===== src/rtl/debounce_pkg.sv =====
// Shared types and width helpers for the time-multiplexed button debounce scheduler.
package debounce_pkg;

    typedef enum logic {
        IDLE = 1'b0,
        SCAN = 1'b1
    } scan_state_t;

    function automatic int unsigned idx_width(input int unsigned n);
        return (n > 1) ? $clog2(n) : 1;
    endfunction

    function automatic int unsigned cnt_width(input int unsigned stable);
        return $clog2(stable + 1);
    endfunction

endpackage


===== src/rtl/rr_arbiter.sv =====
// Combinational round-robin pick: first request at or after ptr, wrapping modulo N.
module rr_arbiter
    import debounce_pkg::*;
#(
    parameter int unsigned  N  = 4,
    localparam int unsigned IW = idx_width(N)
) (
    input  logic [N-1:0]  req,
    input  logic [IW-1:0] ptr,
    output logic          gnt_valid,
    output logic [IW-1:0] gnt_idx
);

    logic [N-1:0]  w_rot;
    logic [IW-1:0] w_off;
    logic [IW:0]   w_sum;

    // Rotate so bit 0 is the pointer position, then take the lowest set offset.
    always_comb begin
        gnt_valid = 1'b0;
        gnt_idx   = '0;
        w_off     = '0;
        w_rot     = N'({req, req} >> ptr);
        for (int k = N - 1; k >= 0; k--) begin
            if (w_rot[k]) begin
                gnt_valid = 1'b1;
                w_off     = IW'(k);
            end
        end
        w_sum = {1'b0, ptr} + {1'b0, w_off};
        if (w_sum >= (IW + 1)'(N)) begin
            gnt_idx = IW'(w_sum - (IW + 1)'(N));
        end else begin
            gnt_idx = IW'(w_sum);
        end
    end

endmodule


===== src/rtl/debounce_scan_ctrl.sv =====
// Debounce scheduler: one shared tick and count datapath walked across N_CH buttons,
// press events queued per channel and handed out round-robin on a valid/ready port.
module debounce_scan_ctrl
    import debounce_pkg::*;
#(
    parameter int unsigned  N_CH       = 4,
    parameter int unsigned  TICK_DIV   = 100000,
    parameter int unsigned  STABLE_CNT = 8,
    localparam int unsigned IDXW       = idx_width(N_CH)
) (
    input  logic            clock,
    input  logic            reset,
    input  logic [N_CH-1:0] raw_in,
    output logic [N_CH-1:0] level_out,
    output logic            ev_valid,
    output logic [IDXW-1:0] ev_ch,
    input  logic            ev_ready,
    output logic            ev_overrun,
    output logic            scan_busy
);

    localparam int unsigned CW = cnt_width(STABLE_CNT);
    localparam int unsigned TW = $clog2(TICK_DIV);

    logic [N_CH-1:0] r_sync1;
    logic [N_CH-1:0] r_sync2;
    logic [TW-1:0]   r_tick_cnt;
    logic            w_tick;
    scan_state_t     r_state;
    scan_state_t     w_state_nxt;
    logic [IDXW-1:0] r_idx;
    logic [IDXW-1:0] w_idx_nxt;
    logic [CW-1:0]   r_cnt [N_CH];
    logic [N_CH-1:0] r_level;
    logic [N_CH-1:0] r_pending;
    logic [IDXW-1:0] r_ptr;
    logic            r_ev_valid;
    logic [IDXW-1:0] r_ev_ch;
    logic            r_ev_overrun;

    logic            w_scan_en;
    logic            w_s;
    logic            w_l;
    logic [CW-1:0]   w_cnt_inc;
    logic            w_differ;
    logic            w_accept;
    logic            w_press;
    logic [N_CH-1:0] w_set;
    logic [N_CH-1:0] w_clr;
    logic            w_load_en;
    logic            w_overrun;
    logic            w_gnt_valid;
    logic [IDXW-1:0] w_gnt_idx;

    assign level_out  = r_level;
    assign ev_valid   = r_ev_valid;
    assign ev_ch      = r_ev_ch;
    assign ev_overrun = r_ev_overrun;
    assign scan_busy  = (r_state == SCAN);

    // Two-flop synchronizer and free-running sample tick divider.
    always_ff @(posedge clock or posedge reset) begin
        if (reset) begin
            r_sync1    <= '0;
            r_sync2    <= '0;
            r_tick_cnt <= '0;
        end else begin
            r_sync1    <= raw_in;
            r_sync2    <= r_sync1;
            r_tick_cnt <= w_tick ? '0 : r_tick_cnt + TW'(1);
        end
    end

    assign w_tick = (r_tick_cnt == TW'(TICK_DIV - 1));

    always_ff @(posedge clock or posedge reset) begin
        if (reset) begin
            r_state <= IDLE;
            r_idx   <= '0;
        end else begin
            r_state <= w_state_nxt;
            r_idx   <= w_idx_nxt;
        end
    end

    // A tick arriving mid-scan is dropped; the divider constraint keeps it from happening.
    always_comb begin
        w_state_nxt = r_state;
        w_idx_nxt   = r_idx;
        case (r_state)
            IDLE: begin
                if (w_tick) begin
                    w_state_nxt = SCAN;
                    w_idx_nxt   = '0;
                end
            end
            SCAN: begin
                if (r_idx == IDXW'(N_CH - 1)) begin
                    w_state_nxt = IDLE;
                end else begin
                    w_idx_nxt = r_idx + IDXW'(1);
                end
            end
            default: w_state_nxt = IDLE;
        endcase
    end

    // Shared compare/count step for the channel under the scan index, plus event bookkeeping.
    always_comb begin
        w_scan_en = (r_state == SCAN);
        w_s       = r_sync2[r_idx];
        w_l       = r_level[r_idx];
        w_cnt_inc = r_cnt[r_idx] + CW'(1);
        w_differ  = w_scan_en && (w_s != w_l);
        w_accept  = w_differ && (w_cnt_inc == CW'(STABLE_CNT));
        w_press   = w_accept && w_s;
        w_set     = w_press ? (N_CH'(1) << r_idx) : '0;
        w_load_en = !r_ev_valid || ev_ready;
        w_clr     = (w_load_en && w_gnt_valid) ? (N_CH'(1) << w_gnt_idx) : '0;
        w_overrun = |(w_set & r_pending & ~w_clr);
    end

    always_ff @(posedge clock or posedge reset) begin
        if (reset) begin
            for (int i = 0; i < N_CH; i++) begin
                r_cnt[i] <= '0;
            end
            r_level <= '0;
        end else if (w_scan_en) begin
            if (!w_differ) begin
                r_cnt[r_idx] <= '0;
            end else if (w_accept) begin
                r_cnt[r_idx]   <= '0;
                r_level[r_idx] <= w_s;
            end else begin
                r_cnt[r_idx] <= w_cnt_inc;
            end
        end
    end

    rr_arbiter #(
        .N (N_CH)
    ) u_rr_arbiter (
        .req       (r_pending),
        .ptr       (r_ptr),
        .gnt_valid (w_gnt_valid),
        .gnt_idx   (w_gnt_idx)
    );

    // Set wins over clear so a press landing on the load cycle is kept.
    always_ff @(posedge clock or posedge reset) begin
        if (reset) begin
            r_pending    <= '0;
            r_ptr        <= '0;
            r_ev_valid   <= 1'b0;
            r_ev_ch      <= '0;
            r_ev_overrun <= 1'b0;
        end else begin
            r_pending    <= (r_pending & ~w_clr) | w_set;
            r_ev_overrun <= w_overrun;
            if (w_load_en) begin
                if (w_gnt_valid) begin
                    r_ev_valid <= 1'b1;
                    r_ev_ch    <= w_gnt_idx;
                    r_ptr      <= (w_gnt_idx == IDXW'(N_CH - 1)) ? '0 : w_gnt_idx + IDXW'(1);
                end else begin
                    r_ev_valid <= 1'b0;
                end
            end
        end
    end

    a_tick_div_min: assert property (@(posedge clock) disable iff (reset) (TICK_DIV >= N_CH + 2));

endmodule


===== config.mk =====
export PLATFORM = sky130hd
export DESIGN_NAME = debounce_scan_ctrl
export DESIGN_NICKNAME = d
export VERILOG_FILES = /design/src/rtl/debounce_pkg.sv /design/src/rtl/rr_arbiter.sv /design/src/rtl/debounce_scan_ctrl.sv
export SDC_FILE = /design/constraint.sdc
export NUM_CORES = 1
export LEC_CHECK = 0
export ABC_CLOCK_PERIOD_IN_PS = 6600
export BUFFER_PORTS_ARGS = -buffer_cell sky130_fd_sc_hd__buf_4
export CORE_UTILIZATION = 55
export CTS_BUF_LIST = sky130_fd_sc_hd__clkbuf_4
export DETAILED_ROUTE_END_ITERATION = 10
export PLACE_DENSITY = 0.79
export REMOVE_ABC_BUFFERS = 1
export SETUP_SLACK_MARGIN = 0.2
export SLEW_MARGIN = 20
export SYNTH_ARGS = -nofsm -noshare
export SYNTH_HDL_FRONTEND = slang
export SYNTH_SLANG_ARGS = --single-unit

===== constraint.sdc =====
create_clock -name clock -period 6.6 [get_ports clock]
set_clock_uncertainty 0.05 [all_clocks]
set_input_delay 0.33 -clock clock [delete_from_list [all_inputs] [get_ports clock]]
set_output_delay 0.33 -clock clock [all_outputs]
set_load 0.1 [all_outputs]

* Yosys cells after proc, flatten, opt, wreduce, memory -nomap -nowiden *
Index checks and enable logic that the tools add are counted.

word-level totals
  bits in registers = 58
  logic and storage cells = 92
  RAM bits = 0
  memories kept = 0
  memory bits (read-only) = 0
  bits in latches = 0

operators by class
  multiply operators = 0
  eq/ne operators = 7
  shift-type cells = 3
  bitwise logic cells = 9
  reduce and logical (&&, ||, !) cells = 12
  order comparisons = 5
  div/mod/pow operators = 0
  $add $sub $neg = 6
  multiplexer cells = 35

operator list
  kind                                                       number
  two-way mux 16 bit                                         2
  two-way mux 4 bit                                          5
  adder 17 x 1 -> 17 bit (second input constant)             1
  == test 17 bit (second input constant)                     1
  two-way mux 17 bit                                         1
  bitwise AND 16 bit                                         1
  bitwise mux 16 bit                                         1
  two-way mux 2 bit                                          8
  inverter 16 bit                                            1
  bitwise AND 4 bit                                          3
  two-way mux 1 bit                                          10
  binary-select mux 4 bit (select 2 bit)                     1
  demux 4 bit (select 2 bit)                                 1
  << shifter 1 x 2 -> 4 bit (first input constant)           2
  >> shifter 8 x 2 -> 4 bit                                  1
  greater-or-equal comparator 3 bit (second input constant)  2
  logical AND 1 bit                                          6
  adder 2 x 1 -> 2 bit (second input constant)               2
  adder 4 x 1 -> 4 bit (second input constant)               1
  binary-select mux 1 bit (select 2 bit)                     2
  bitwise mux 4 bit                                          1
  == test 2 bit (second input constant)                      2
  == test 4 bit (second input constant)                      1
  inequality test 2 bit (second input constant)              2
  18 further kinds                                           19

* Logic depth before layout (Yosys ltp) *
  depth after elaboration = 13
  mapped depth = 15

* Hierarchy *
A second synthesis with hierarchy kept.

second synthesis, totals
  cells, all modules = 256
  area total of the unflattened synthesis = 2,949.1 µm²

by module, submodules not included
  module              cells an instance  area an instance (µm²)  sequential area each (µm²)  instances
  debounce_scan_ctrl  233                2,768.9                 1,451.4                     1
  rr_arbiter          23                 180.2                   0.0                         1

* Worst setup path before layout *
Ideal clock, no wire load.

  path kind = reg2reg
  from = register r_ptr[0]
  to = register r_ev_overrun (netlist: ev_overrun)
  arrival = 2.569 ns
  stages on the path, launching flop included = 16
  slack = 3.887 ns
  buffers on the path = 1
  period minus slack after synthesis = 2.713 ns
  required time = 6.456 ns
  path through = dfrtp_1 clkbuf_1 nor2_1 nand2_1 o21ai_0 o21ai_0 o221ai_1 ha_1 xnor2_1 nor3_1 or2_2 ha_1 a21boi_0 a22o_1 a221oi_1 a211oi_1

on the way
  longest elaborated chain between the ends = 13
  elaborated cells between the ends (all ways) = 19
  classes of those cells = add/sub (2); order compare (1); shift (2); mux (10); bitwise (2); reduce/logical (2)

RTL lines
  what                                                                            line                                source
  start: declaration                                                              debounce_scan_ctrl.sv:36            logic [IDXW-1:0] r_ptr;
  start signal: assignment                                                        debounce_scan_ctrl.sv:165           r_ptr <= (w_gnt_idx == IDXW'(N_CH - 1)) ? '0 : w_gnt_idx + IDXW'(1);
  >> shifter 8 x 2 -> 4 bit                                                       rr_arbiter.sv:23                    w_rot = N'({req, req} >> ptr);
  two-way mux 2 bit (4 in series)                                                 rr_arbiter.sv:25                    if (w_rot[k]) begin
  adder 2 x 2 -> 3 bit                                                            rr_arbiter.sv:30                    w_sum = {1'b0, ptr} + {1'b0, w_off};
  greater-or-equal comparator 3 bit or subtractor 2 x 1 -> 2 bit (tied branches)  rr_arbiter.sv:31, rr_arbiter.sv:32
  two-way mux 2 bit                                                               rr_arbiter.sv:31                    if (w_sum >= (IW + 1)'(N)) begin
  << shifter 1 x 2 -> 4 bit                                                       debounce_scan_ctrl.sv:119           w_clr = (w_load_en && w_gnt_valid) ? (N_CH'(1) << w_gnt_idx) : '0;
  two-way mux 4 bit (*)                                                           debounce_scan_ctrl.sv:119
  inverter 4 bit (*)                                                              debounce_scan_ctrl.sv:120           w_overrun = |(w_set & r_pending & ~w_clr);
  bitwise AND 4 bit (*)                                                           debounce_scan_ctrl.sv:120
  OR reduction 4 bit (*)                                                          debounce_scan_ctrl.sv:120
  named net w_overrun                                                             debounce_scan_ctrl.sv:51            logic w_overrun;
  end signal: assignment                                                          debounce_scan_ctrl.sv:160           r_ev_overrun <= w_overrun;
  end: declaration                                                                debounce_scan_ctrl.sv:39            logic r_ev_overrun;

Mark *: on every way through the listed nets, which the timed path passes. The rest lies on a longest branch.
A chain may end at the register's enable or synchronous reset.

* Final worst setup path *
Ends and elaborated chain as after synthesis.

==> reports/qor.txt <==
Crit Path Max Fanout - 11
Slew Limit Fails - 0
antenna viol nets, final - 0
Vias - 2054
Num Clock Sinks - 58
Pleak - 1.48 nW
CTS buffer count - 9
post-synthesis adder-cell area fraction - 5.11%
average instance area after synthesis - 11.1 um^2
Fillers - 442
final net count - 309
Final period util - 44.7%
Yosys top cell area share - 49.4%
Initial Util - 57.1%
placed inst area - 3110 um^2
Final Hold Fails - 0
CP endpoint kind - flop
outcome - finished clean
largest net degree at the start of global routing - 37
Gate Count Post-Synth - 264
Final setup viols - 0
total die area - 5640 um^2
pre-CTS setup slack - 3.68 ns
first-pass detailed-route iteration total - 6
initial antenna violation count - 0
Tot GR Track Use - 22.4%
Netlist cell types - 47
Post-CTS Setup Bufs - 0
grt ovf - 0
vias in the first global route - 1990
most common flop cell mapped by yosys - dfrtp_1
CTS Buffer Depth - 2
mapped cell area - 2940 um^2
total design power - 0.726 mW
reg2reg path depth - 14
setup TNS - 0 ns
commonest non-fill, non-tap cell in the layout - dfrtp_1
synthesis-stage register bit count - 58
arrival time of the worst setup path - 3.20 ns
clk root buf - clkbuf_4
PwrDens - 224 nW/um^2
Synth area leader - dfrtp_1
Worst Path Required - 6.84 ns
reg-to-reg setup timing slack - 3.65 ns
Post-synth EDFFs - 0
number of I/O pins - 16
site row count - 26
core area - 5140 um^2
Final GP Congestion - 0.852
final worst path period need - 2.95 ns
CTS HTree Levels - 3
Peak VDD IR - 151 uV
# port buffers - 15
synthesis warning total - 0
Post-Synth XOR/XNOR Area - 6.26%
Compound-Gate Fraction of Synth Area - 14.2%
fin area - 3250 um^2
1st-iter DRT viols - 90
Skew-Pair Late Insertion Delay - 0.39 ns
fmax - 0.339 GHz
register area share after synthesis - 49.4%
Crit Path Class - reg -> reg
Hold Path Cell Cnt - 0
ys async rst share - 100%
share of cells above drive strength 1 - 16.4%
first-pass GRT wire length - 9200 um
# DRC - 0
Max Cap Violations - 0
Total Wirelength - 5410 um
setup ws final - 3.65 ns
Simple-Gate Fraction of Synth Area - 13.3%
crit path launch type - flop
HP Class - reg -> reg
ant diodes - 0
multiplexer area fraction after synthesis - 8.39%
Post-DP HPWL - 3910 um
Layout area overhead - 10.6%
dominant combinational cell family by area after synthesis - compound AO/OA/AOI/OAI gates
die width - 75.1 um
worst rel slew slack - 65.5%
RSZ-0062 raised after global routing - false
largest cells by area after synthesis - dfrtp_1, ha_1, mux4_2, nand2_1, xor2_1
routed vias/inst - 5.67
die height - 75.1 um
CTS tree - built
worst-margin pin slew - 0.505 ns
post-layout util - 63.2%
wire per inst - 14.9 um
Reg clk slew, reported paths - 0.08 ns
commonest non-fill, non-tap cells in the layout - dfrtp_1, nand2_1, nor2_1
## cell usage after synthesis (all sizes together), types with 3 or more instances
library cell and instances:
dfrtp 58, nand2 28, nor2 18, inv 16
ha 12, xor2 12, nand3 11, o21ai 11
mux2 9, xnor2 9, mux4 6, o31ai 6
a21oi 5, nor3 5, o21a 5, a2111oi 4
a21boi 4, a21o 4, clkbuf 4, and3 3
nand2b 3, nand4 3, nor2b 3, o2bb2ai 3
## stage by stage
step,hold slack [ns],std cells
final,0.297,362
after CTS,0.283,362
after floorplan,0.281,258
after global placement,0.283,344
after global routing,0.309,362
after detailed placement,0.285,344
## state kept, by name (all words and copies together), names as in the netlist
signal / count
r_idx: 2
scan_busy: 1
r_ptr: 2
r_pending: 4
r_sync2: 4
r_sync1: 4
r_tick_cnt: 17
ev_overrun: 1
ev_valid: 1
ev_ch: 2
level_out: 4
r_cnt: 16
## metal layers
metal / wire length [um] / vias to the layer above / track usage [%]
met5: 0 / - / 0
met4: 47 / 0 / 6.29
met3: 166 / 4 / 6.43
met2: 2740 / 34 / 36.6
met1: 2460 / 1023 / 29.2
li1: - / 993 / -
## cells by family after synthesis
family          after synthesis
flops                        58
buf+inv                      22
compound gates               53
simple gates                 82
fa+ha+maj                    12
mux                          16
xor+xnor                     21
## worst max-delay path, cell delays in order (launching register included)
cell and delay (ns):
dfrtp_1 0.52, nor2_1 0.08, nand2_1 0.07, o21ai_0 0.07, o21ai_0 0.17, o221ai_1 0.15, ha_1 0.21, xnor2_1 0.18
nor3_1 0.11, or2_2 0.33, ha_1 0.19, a21boi_0 0.27, a22o_1 0.20, a221oi_1 0.05, a211oi_1 0.22
## final cells by class
class	count	area, um^2	share of cell area (%)
timing repair buffer	21	170	5.24
sequential	58	1450	44.7
clock inverter	2	7.51	0.231
multi-input combinational	184	1390	42.7
tap	70	87.6	2.70
inverter	16	60.1	1.85
clock buffer	11	82.6	2.54
## final timing paths
check                                end  startpoint
max reg2reg                   ev_overrun    r_ptr[0]
min                           r_sync2[3]  r_sync1[3]
max in group asynchronous  r_tick_cnt[1]       reset
max                           ev_overrun    r_ptr[0]
min in group asynchronous   level_out[1]       reset
min reg2reg                   r_sync2[3]  r_sync1[3]
## where the power goes
part / switching [mW] / internal, mW
clock network: 0.113 / 0.0776
logic: 0.0994 / 0.0504
registers: 0.0167 / 0.369
total: 0.229 / 0.497
## what timing repair did
action	4_1_cts	5_1_grt
hold buffers	5	0
hold endpoints to repair	26	0
gates resized for setup	0	0
endpoints found under the setup margin	0	0
No activity file was read; power rests on OpenSTA's default activity.
